<file path="config.mk">
export PLATFORM = sky130hd
export DESIGN_NAME = tmds_channel_encoder
export DESIGN_NICKNAME = d
export VERILOG_FILES = /design/src/rtl/tmds_channel_encoder.sv
export SDC_FILE = /design/constraint.sdc
export NUM_CORES = 1
export LEC_CHECK = 0
export ABC_AREA = 1
export CAP_MARGIN = 5
export CORE_ASPECT_RATIO = 0.8
export CORE_UTILIZATION = 40
export CTS_CLUSTER_SIZE = 20
export DETAILED_ROUTE_END_ITERATION = 12
export DONT_BUFFER_PORTS = 1
export GPL_ROUTABILITY_DRIVEN = 0
export PLACE_DENSITY_LB_ADDON = 0.12
export SKIP_LAST_GASP = 1
export SYNTH_ARGS = -nofsm -noshare
export SYNTH_HDL_FRONTEND = slang
export SYNTH_SLANG_ARGS = --single-unit
</file>
<file path="constraint.sdc">
create_clock -name pclk -period 5.8 [get_ports pclk]
set_input_delay 0.58 -clock pclk [delete_from_list [all_inputs] [get_ports pclk]]
set_output_delay 0.58 -clock pclk [all_outputs]
set_load 0.01 [all_outputs]
</file>
<file path="src/rtl/tmds_channel_encoder.sv">
// One TMDS channel: 8-bit pixel or 2-bit control code in, 10-bit DC-balanced symbol out.
// Stage 1 does transition minimisation; stage 2 does DC balance against the running disparity.
module tmds_channel_encoder #(
    parameter logic [9:0] RESET_SYMBOL = 10'b1101010100
) (
    input  logic              pclk,
    input  logic              rst,
    input  logic [7:0]        din,
    input  logic              c0,
    input  logic              c1,
    input  logic              blank,
    output logic [9:0]        dout,
    output logic signed [4:0] disp
);

    function automatic logic [3:0] popcount8(input logic [7:0] v);
        logic [3:0] n;
        n = '0;
        for (int i = 0; i < 8; i++) begin
            n = n + {3'b000, v[i]};
        end
        return n;
    endfunction

    function automatic logic [9:0] ctrl_code(input logic [1:0] c);
        logic [9:0] code;
        case (c)
            2'b00:   code = 10'b1101010100;
            2'b01:   code = 10'b0010101011;
            2'b10:   code = 10'b0101010100;
            default: code = 10'b1010101011;
        endcase
        return code;
    endfunction

    logic [8:0]        qm_p1_d, qm_p1_q;
    logic [3:0]        n1qm_p1_d, n1qm_p1_q;
    logic              blank_p1_q;
    logic [1:0]        ctl_p1_q;
    logic [9:0]        dout_p2_d, dout_p2_q;
    logic signed [4:0] disp_p2_d, disp_p2_q;

    // Stage 1: choose XOR/XNOR chaining to minimise transitions
    always_comb begin
        logic [3:0] n1d;
        logic       use_xnor;
        n1d       = popcount8(din);
        use_xnor  = (n1d > 4'd4) || ((n1d == 4'd4) && !din[0]);
        qm_p1_d   = '0;
        qm_p1_d[0] = din[0];
        for (int i = 1; i < 8; i++) begin
            qm_p1_d[i] = use_xnor ? ~(qm_p1_d[i-1] ^ din[i]) : (qm_p1_d[i-1] ^ din[i]);
        end
        qm_p1_d[8] = !use_xnor;
        n1qm_p1_d  = popcount8(qm_p1_d[7:0]);
    end

    // Stage 2: DC balance; bal is (ones - zeros) of q_m[7:0]
    always_comb begin
        logic signed [4:0] n1_s;
        logic signed [4:0] bal_s;
        logic signed [4:0] cnt_s;
        logic              q8;
        n1_s  = signed'({1'b0, n1qm_p1_q});
        bal_s = (n1_s <<< 1) - 5'sd8;
        cnt_s = disp_p2_q;
        q8    = qm_p1_q[8];
        dout_p2_d = ctrl_code(ctl_p1_q);
        disp_p2_d = '0;
        if (!blank_p1_q) begin
            if ((cnt_s == 5'sd0) || (n1qm_p1_q == 4'd4)) begin
                dout_p2_d = {~q8, q8, q8 ? qm_p1_q[7:0] : ~qm_p1_q[7:0]};
                disp_p2_d = q8 ? (cnt_s + bal_s) : (cnt_s - bal_s);
            end else if (((cnt_s > 5'sd0) && (n1qm_p1_q > 4'd4)) ||
                         ((cnt_s < 5'sd0) && (n1qm_p1_q < 4'd4))) begin
                dout_p2_d = {1'b1, q8, ~qm_p1_q[7:0]};
                disp_p2_d = cnt_s + (q8 ? 5'sd2 : 5'sd0) - bal_s;
            end else begin
                dout_p2_d = {1'b0, q8, qm_p1_q[7:0]};
                disp_p2_d = cnt_s - (q8 ? 5'sd0 : 5'sd2) + bal_s;
            end
        end
    end

    always_ff @(posedge pclk) begin
        if (rst) begin
            qm_p1_q    <= '0;
            n1qm_p1_q  <= '0;
            blank_p1_q <= 1'b1;
            ctl_p1_q   <= 2'b00;
            dout_p2_q  <= RESET_SYMBOL;
            disp_p2_q  <= '0;
        end else begin
            qm_p1_q    <= qm_p1_d;
            n1qm_p1_q  <= n1qm_p1_d;
            blank_p1_q <= blank;
            ctl_p1_q   <= {c1, c0};
            dout_p2_q  <= dout_p2_d;
            disp_p2_q  <= disp_p2_d;
        end
    end

    assign dout = dout_p2_q;
    assign disp = disp_p2_q;

endmodule

</file>
# Word-level counts from Yosys, hierarchy flattened
# Index checks and enable logic that the tools add are counted.
op_classes:
  addsub: 21
  magnitude_cmp: 5
  n_eq_ne: 4
  n_mux: 17
  bitwise_logic: 16
  reduce_logical: 11
ops:
  columns: ["cell", "n"]
  rows:
  - ["4-bit by 1-bit adder with 4-bit output", 8]
  - ["10-bit two-way mux", 3]
  - ["10-bit case mux with 3 select lines", 1]
  - ["5-bit two-way mux", 3]
  - ["5-bit adder", 2]
  - ["5-bit subtractor", 2]
  - ["3-bit by 1-bit adder with 4-bit output", 2]
  - ["4-bit by 3-bit == test with 1-bit output (second input constant)", 2]
  - ["4-bit by 3-bit > comparator with 1-bit output (second input constant)", 2]
  - ["8-bit two-way mux", 1]
  - ["1-bit inverter", 8]
  - ["8-bit inverter", 1]
  - ["1-bit two-way mux", 7]
  - ["1-bit XOR", 7]
  - ["2-bit by 1-bit adder with 3-bit output", 2]
  - ["5-bit by 3-bit adder with 5-bit output", 1]
  - ["5-bit by 1-bit > comparator with 1-bit output (second input constant)", 1]
  - ["5-bit zero test", 1]
  - ["5-bit by 1-bit < comparator with 1-bit output (second input constant)", 1]
  - ["5-bit by 3-bit subtractor with 5-bit output", 1]
  - ["5-bit subtractor (second input constant)", 1]
  - ["1-bit by 1-bit adder with 2-bit output", 2]
  - ["4-bit by 3-bit < comparator with 1-bit output (second input constant)", 1]
  - ["2-bit two-way mux", 2]
  - ["7 further kinds", 12]
totals:
  regBits: 31
  input_bits: 13
  out_inout_bits: 15

# Logic depth before layout (Yosys ltp)
# Gate-level depths: netlist of the first run.
depth:
  depth_word: 30
  depth_mapped: 25
  mapped_depth_nobuf: 25

# Least setup slack after synthesis of the first run
# OpenSTA, ideal clock, no wires.
synth_path:
  path_kind: "input port to flip-flop"
  startpoint: "in din[0]"
  endpoint: "reg n1qm_p1_q[2]"
  setup_time_ps: 128
  t_arrival_ps: 5532
  slack_ps: 140
  stages: 21
  path_cell_list: "inv_1 > fa_1 > fa_1 > fa_1 > inv_1 > ha_1 > fa_1 > nor2_1 > nand2_1 > nand2_1 > nand2_1 > xor2_1 > fa_1 > fa_1 > fa_1 > inv_1 > ha_1 > inv_1 > fa_1 > xor2_1 > nor2_1"
synth_via:
  elab_chain_len: 30
synth_rtl:
  columns: ["element", "line", "rtl"]
  rows:
  - ["start: declaration", "8", "input logic [7:0] din,"]
  - ["branches (longest 29 deep; another with 3-bit by 1-bit adder with 4-bit output)", null, null]
  - ["4-bit by 1-bit adder with 4-bit output *", "20", "n = n + {3'b000, v[i]};"]
  - ["end signal: assignment", "95", "n1qm_p1_q <= n1qm_p1_d;"]
  - ["end: declaration", "37", "logic [3:0] n1qm_p1_d, n1qm_p1_q;"]
# Mark *: on every way between the ends.
# A chain may end at the register's enable or synchronous reset.

# Worst setup path in the final report of the first run
# Same ends and word-level chain as after synthesis.

==> flow_summary.ini, run 1 <==
[status]
status = completed

[logic_synthesis]
syn_nets = 361
synthesis.area_um2 = 2310
synth-seq-cells = 30
synth-seq-area-share_pct = 26.0
synth.avg_cell_area_um2 = 7.48
synth_cell_types = 34
yosysWarningCount = 0
syn_inst = 309

[place]
port-buffer-count = 0
hpwl_um = 3610
dp_cells = 386

[setup_path]
critPathMaxFanout = 3
crit_arrival_ps = 5670
endpoint_kind = flop
cp-start-kind = primary input
path_class = in -> reg
required_ps = 5970

[clock_network]
htreeDepth = 2
clkSlewWorstSetupHoldPaths_ps = 60
numClockSinks = 30
cts_inserted_buffers = 5
cts_setup_buffers = 0
cts-root-buf = clkbuf_8
clk_latency_ps = 270
cts_tree = done
clock_path_buffers = 2

[global_routing]
grt_pass1_vias = 1758
grt.total_usage_pct = 16.6
grt_antenna_before_repair = 0
overflow = 0
grt_max_degree = 20
grt_pass1_wl_um = 7810

[cells_and_area]
diodes = 0
final_common_cell = nand2_1
area_growth_pct = 8.12
n_fill_cell = 572
fin_nets = 367
layout-drive-gt1-share_pct = 10.8
register_area_um2 = 601
finalNonFillerCells = 393
final_cell_mix = 74 x nand2_1, 63 x inv_1, 30 x nand3_1, 30 x dfxtp_1, 26 x ha_1
multiInputGateArea_um2 = 1450

[timing]
timing.fmax_mhz = 182
rsz0062_at_grt = false
skew_ps = 1.11
worst_pin_slew_ps = 533
setup_tns_ps = 0
finalHoldViolCount = 0
final-setup-viol-count = 0
period_needed_ps = 5500
slew_headroom_pct = 64.1
min_period_over_period_pct = 94.8
drv_slew = 0

[flow_run]
cap_violations = 0

[floorplanning]
core_area_um2 = 5500
die_y_um = 70.0
io_pins = 28
die_w_um = 87.0
initial_core_util_pct = 42.1
num_rows = 24
die_area_um2 = 6090

[power]
p_leak_nw = 1.33
powerDensity_nw_per_um2 = 507
irDropWorstVdd_uv = 161

[route]
drtPass1Iterations = 4
wire_per_inst_um = 11.1
routed-via-count = 1764
antenna_left = 0
drc_errors = 0
drt-total-wl_um = 4360
drtIter0Drc = 66
via_per_inst = 4.49

[min_path]
holdCritPathClass = in -> reg
## cells in the mapped netlist
| library cell | count | area [um^2] |
|---|---|---|
| xor2_1 | 6 | 52.6 |
| nand3_1 | 30 | 150 |
| nand2_2 | 8 | 50.1 |
| buf_2 | 1 | 5.00 |
| nand4_1 | 1 | 6.26 |
| nor3b_1 | 1 | 7.51 |
| nor2_1 | 21 | 78.8 |
| o21ai_0 | 4 | 20.0 |
| o211ai_1 | 1 | 7.51 |
| inv_1 | 63 | 236 |
| o21ai_1 | 1 | 5.00 |
| inv_4 | 1 | 6.26 |
| nand3_2 | 1 | 10.0 |
| and3_1 | 1 | 6.26 |
| a21oi_1 | 3 | 15.0 |
| buf_4 | 1 | 7.51 |
| a22oi_1 | 1 | 7.51 |
| nor2_2 | 2 | 12.5 |
| o21ai_4 | 3 | 48.8 |
| conb_1 | 1 | 3.75 |
| or2_2 | 2 | 12.5 |
| o31ai_1 | 1 | 7.51 |
| buf_1 | 1 | 3.75 |
| ha_1 | 26 | 325 |
| fa_1 | 13 | 260 |
| nand2_4 | 1 | 11.3 |
| a31oi_1 | 1 | 6.26 |
| nand2_1 | 74 | 278 |
| xnor2_1 | 2 | 17.5 |
| dfxtp_1 | 30 | 601 |
| a21oi_2 | 2 | 17.5 |
| clkinv_2 | 1 | 5.00 |
| inv_2 | 3 | 11.3 |
| nand3_4 | 1 | 17.5 |
## power by group
group          total [mW]  internal, mW  leakage [nW]  switching, mW
clock network       0.152        0.0823        0.0383         0.0694
registers           0.287         0.250         0.249         0.0372
logic               0.828         0.331          1.05          0.497
## timing repair
action | CTS | global route
hold buffers | 0 | 0
gates resized for setup | 0 | 2
setup endpoints to repair | 0 | 1
hold endpoints to repair | 0 | 0
## sequential cells by signal, indices dropped and copies added, names as in the netlist
name,flops
blank_p1_q,1
ctl_p1_q,2
disp,4
dout,10
n1qm_p1_q,4
qm_p1_q,9
## area by class of cell
class / count / share of cell area [%]
clock buffer: 7 / 3.05
tap: 78 / 3.91
timing repair buffer: 2 / 0.601
sequential: 30 / 24.0
inverter: 68 / 10.4
multi-input combinational: 208 / 58.0
## worst max-delay path, cell delays in order
cell     delay, ps
inv_1           40
fa_1           550
fa_1           420
fa_1           490
inv_1           40
ha_1           200
fa_1           440
nor2_1         110
nand2_1         50
nand2_1         90
nand2_1        150
xor2_2         200
fa_1           500
fa_1           550
fa_1           420
inv_1           60
ha_1           160
inv_1           50
fa_1           370
xor2_1         140
nor2_1          50
## final timing paths
path / from / endpoint / slack [ps] / cells past startpoint
worst min-delay path: rst / qm_p1_q[7]$_SDFF_PP0_ / 370 / 1
worst min register to register: blank_p1_q$_SDFF_PP1_ / dout[8]$_SDFF_PP1_ / 490 / 1
worst max register to register: disp[1]$_SDFF_PP0_ / disp[3]$_SDFF_PP0_ / 3500 / 7
worst max-delay path: din[0] / n1qm_p1_q[2]$_SDFF_PP0_ / 300 / 21
## cell families (layout without fill, tap and decap cells)
| family | Yosys count | in the layout | synth area share, % |
|---|---|---|---|
| compound gates | 17 | 17 | 5.85 |
| simple gates | 143 | 143 | 27.7 |
| xor+xnor | 8 | 8 | 3.03 |
| fa+ha+maj | 39 | 39 | 25.3 |
| flops | 30 | 30 | 26.0 |
| buf+inv | 71 | 77 | 11.9 |
| other cells | 1 | 1 | 0.162 |
## through the flow
step / worst slack, ps / hold slack, ps / area (um^2) / utilization, % / total power, mW
after floorplan: 140 / 452 / 2310 / - / 0.957
after detailed placement: -11.2 / 473 / 2410 / 43.8 / 1.12
after global routing: 23.6 / 355 / 2500 / 45.5 / 1.43
final: 300 / 369 / 2500 / 45.5 / 1.27
after global placement: 122 / 487 / 2410 / 43.8 / 1.11
after CTS: 290 / 352 / 2480 / 45.2 / 1.28
## per-layer routing
layer  GRT usage [%]  share of wire (%)  up-vias
met5               0                  0        -
met4            5.00                1.4        0
met3            3.78                5.6        7
met2            23.8                 39       39
met1            24.4                 54      778
li1                -                  -      940
Power figures use the tool's default switching activity.
==> run 2, diff against run 1 <==
--- a/config.mk
+++ b/config.mk
@@ -7,5 +7,4 @@
 export LEC_CHECK = 0
 export ABC_AREA = 1
-export CAP_MARGIN = 5
 export CORE_ASPECT_RATIO = 0.8
 export CORE_UTILIZATION = 40
==> constraint.sdc (replaced) <==
create_clock -name pclk -period 6.5 [get_ports pclk]
set_input_delay 1.3 -clock pclk [delete_from_list [all_inputs] [get_ports pclk]]
set_output_delay 1.3 -clock pclk [all_outputs]
set_load 0.01 [all_outputs]
==> flow_summary.ini, run 2 (synthesis gave the netlist of run 1 again) <==
[global_routing]
busiest_layer = met1
grt.total_usage_pct = 16.6
grt_pass1_wl_um = 7930
overflow = 0
grt_max_degree = 20
globalRouteMet3Util_pct = 5.20
grt_pass1_vias = 1784
grt_antenna_before_repair = 0
use_met1_pct = 24.6
use_met2_pct = 23.8

[timing]
timing.fmax_mhz = 163
holdWs_ps = 485
worst_pin_slew_ps = 513
rsz0062_at_grt = false
skew_ps = 2.95
drv_slew = 0
slew_headroom_pct = 65.4
fin_ws_ps = 381
min_period_over_period_pct = 94.1
final-setup-viol-count = 0
period_needed_ps = 6120
setup_tns_ps = 0
finalHoldViolCount = 0

[status]
status = completed

[clock_network]
cts-hold-fix-buffers = 0
cts_setup_buffers = 0
cts_resized = 0
cts-root-buf = clkbuf_8
clock_path_buffers = 2
cts_inserted_buffers = 5
cts_tree = done
clkSlewWorstSetupHoldPaths_ps = 60
htreeDepth = 2
numClockSinks = 30
clk_latency_ps = 280

[min_path]
hold_end = dout[8]$_SDFF_PP1_
min_path_cells = 1
hold_start = blank_p1_q$_SDFF_PP1_
holdCritPathClass = reg -> reg

[floorplanning]
initial_core_util_pct = 42.1
die_w_um = 87.0
io_pins = 28
die_y_um = 70.0
core_area_um2 = 5500
num_rows = 24
die_area_um2 = 6090

[setup_path]
rrSetupSlack_ps = 4110
endpoint_kind = flop
cpPeakStageDelay_ps = 540
path_class = in -> reg
timing.rr.start = disp[1]$_SDFF_PP0_
cp_cell_sequence = inv_1 > fa_1 > fa_1 > fa_1 > inv_1 > ha_1 > fa_1 > nor2_1 > nand2_1 > nand2_1 > nand2_2 > xor2_2 > fa_1 > fa_1 > fa_1 > inv_1 > ha_1 > inv_1 > fa_1 > xor2_1 > nor2_1
crit_arrival_ps = 6300
slowest_stage = fa_1
cp_common_cell = fa_1
cp-start-kind = primary input
worstReg2RegEnd = disp[3]$_SDFF_PP0_
critPathMaxFanout = 3
r2r_cells = 7
required_ps = 6680

[power]
p_leak_nw = 1.36
powerDensity_nw_per_um2 = 459
irDropWorstVdd_uv = 133
power.total_mw = 1.17

[cells_and_area]
final_cell_mix = 73 x nand2_1, 63 x inv_1, 30 x nand3_1, 30 x dfxtp_1, 26 x ha_1
largest_register_ffs = 10
final_common_cell = nand2_1
diodes = 0
fin_util_pct = 46.4
layout-drive-gt1-share_pct = 12.6
fin_nets = 369
area_growth_pct = 10.3

[place]
port-buffer-count = 0
hpwl_um = 3560
place_ws_ps = 14.5

[route]
drt-total-wl_um = 4300
drtPass1Iterations = 4
antenna_left = 0
via_per_inst = 4.46
routed-via-count = 1766
drtIter0Drc = 43
wire_per_inst_um = 10.9
drc_errors = 0

[flow_run]
cap_violations = 0
run 2: worst max path at each step:
stage | slack (ps) | start | end
floorplan | 120 | din[0] | n1qm_p1_q[2]$_SDFF_PP0_
global placement | 100 | din[0] | n1qm_p1_q[2]$_SDFF_PP0_
detailed placement | 10 | din[0] | n1qm_p1_q[2]$_SDFF_PP0_
CTS | 330 | din[0] | n1qm_p1_q[2]$_SDFF_PP0_
global route | 30 | din[0] | n1qm_p1_q[2]$_SDFF_PP0_
finish | 380 | din[0] | n1qm_p1_q[2]$_SDFF_PP0_
run 2: layer usage:
layer	vias to the layer above	part of all wire, %
met2	32	38
met3	5	4.5
met5	-	0
met1	783	57
li1	946	-
met4	0	0.72
run 2: power by group:
group          total, mW  internal, mW  switching [mW]
clock network      0.172         0.107          0.0655
registers          0.256         0.223          0.0325
logic              0.743         0.301           0.442
total               1.17         0.630           0.540
run 2: layout make-up:
| cell class | count | area [um^2] |
|---|---|---|
| multi-input cells | 208 | 1450 |
| inverters | 68 | 259 |
| flip-flops and latches | 30 | 601 |
| clock buffers | 8 | 110 |
| fillers | 554 | 2950 |
| well taps | 78 | 97.6 |
| repair buffers | 4 | 30.0 |
run 2: critical path, delay by kind of cell:
family | cells | cell delay, ps
buffers and inverters | 4 | 190
adders and majority gates | 10 | 4050
and+or+nand+nor | 5 | 440
xor gates and xnor gates | 2 | 310
run 2: per-stage QoR:
step,cells,area [um^2]
2_1_floorplan,309,2310
3_3_place_gp,388,2420
3_5_place_dp,388,2420
4_1_cts,396,2530
5_1_grt,396,2550
6_report,396,2550
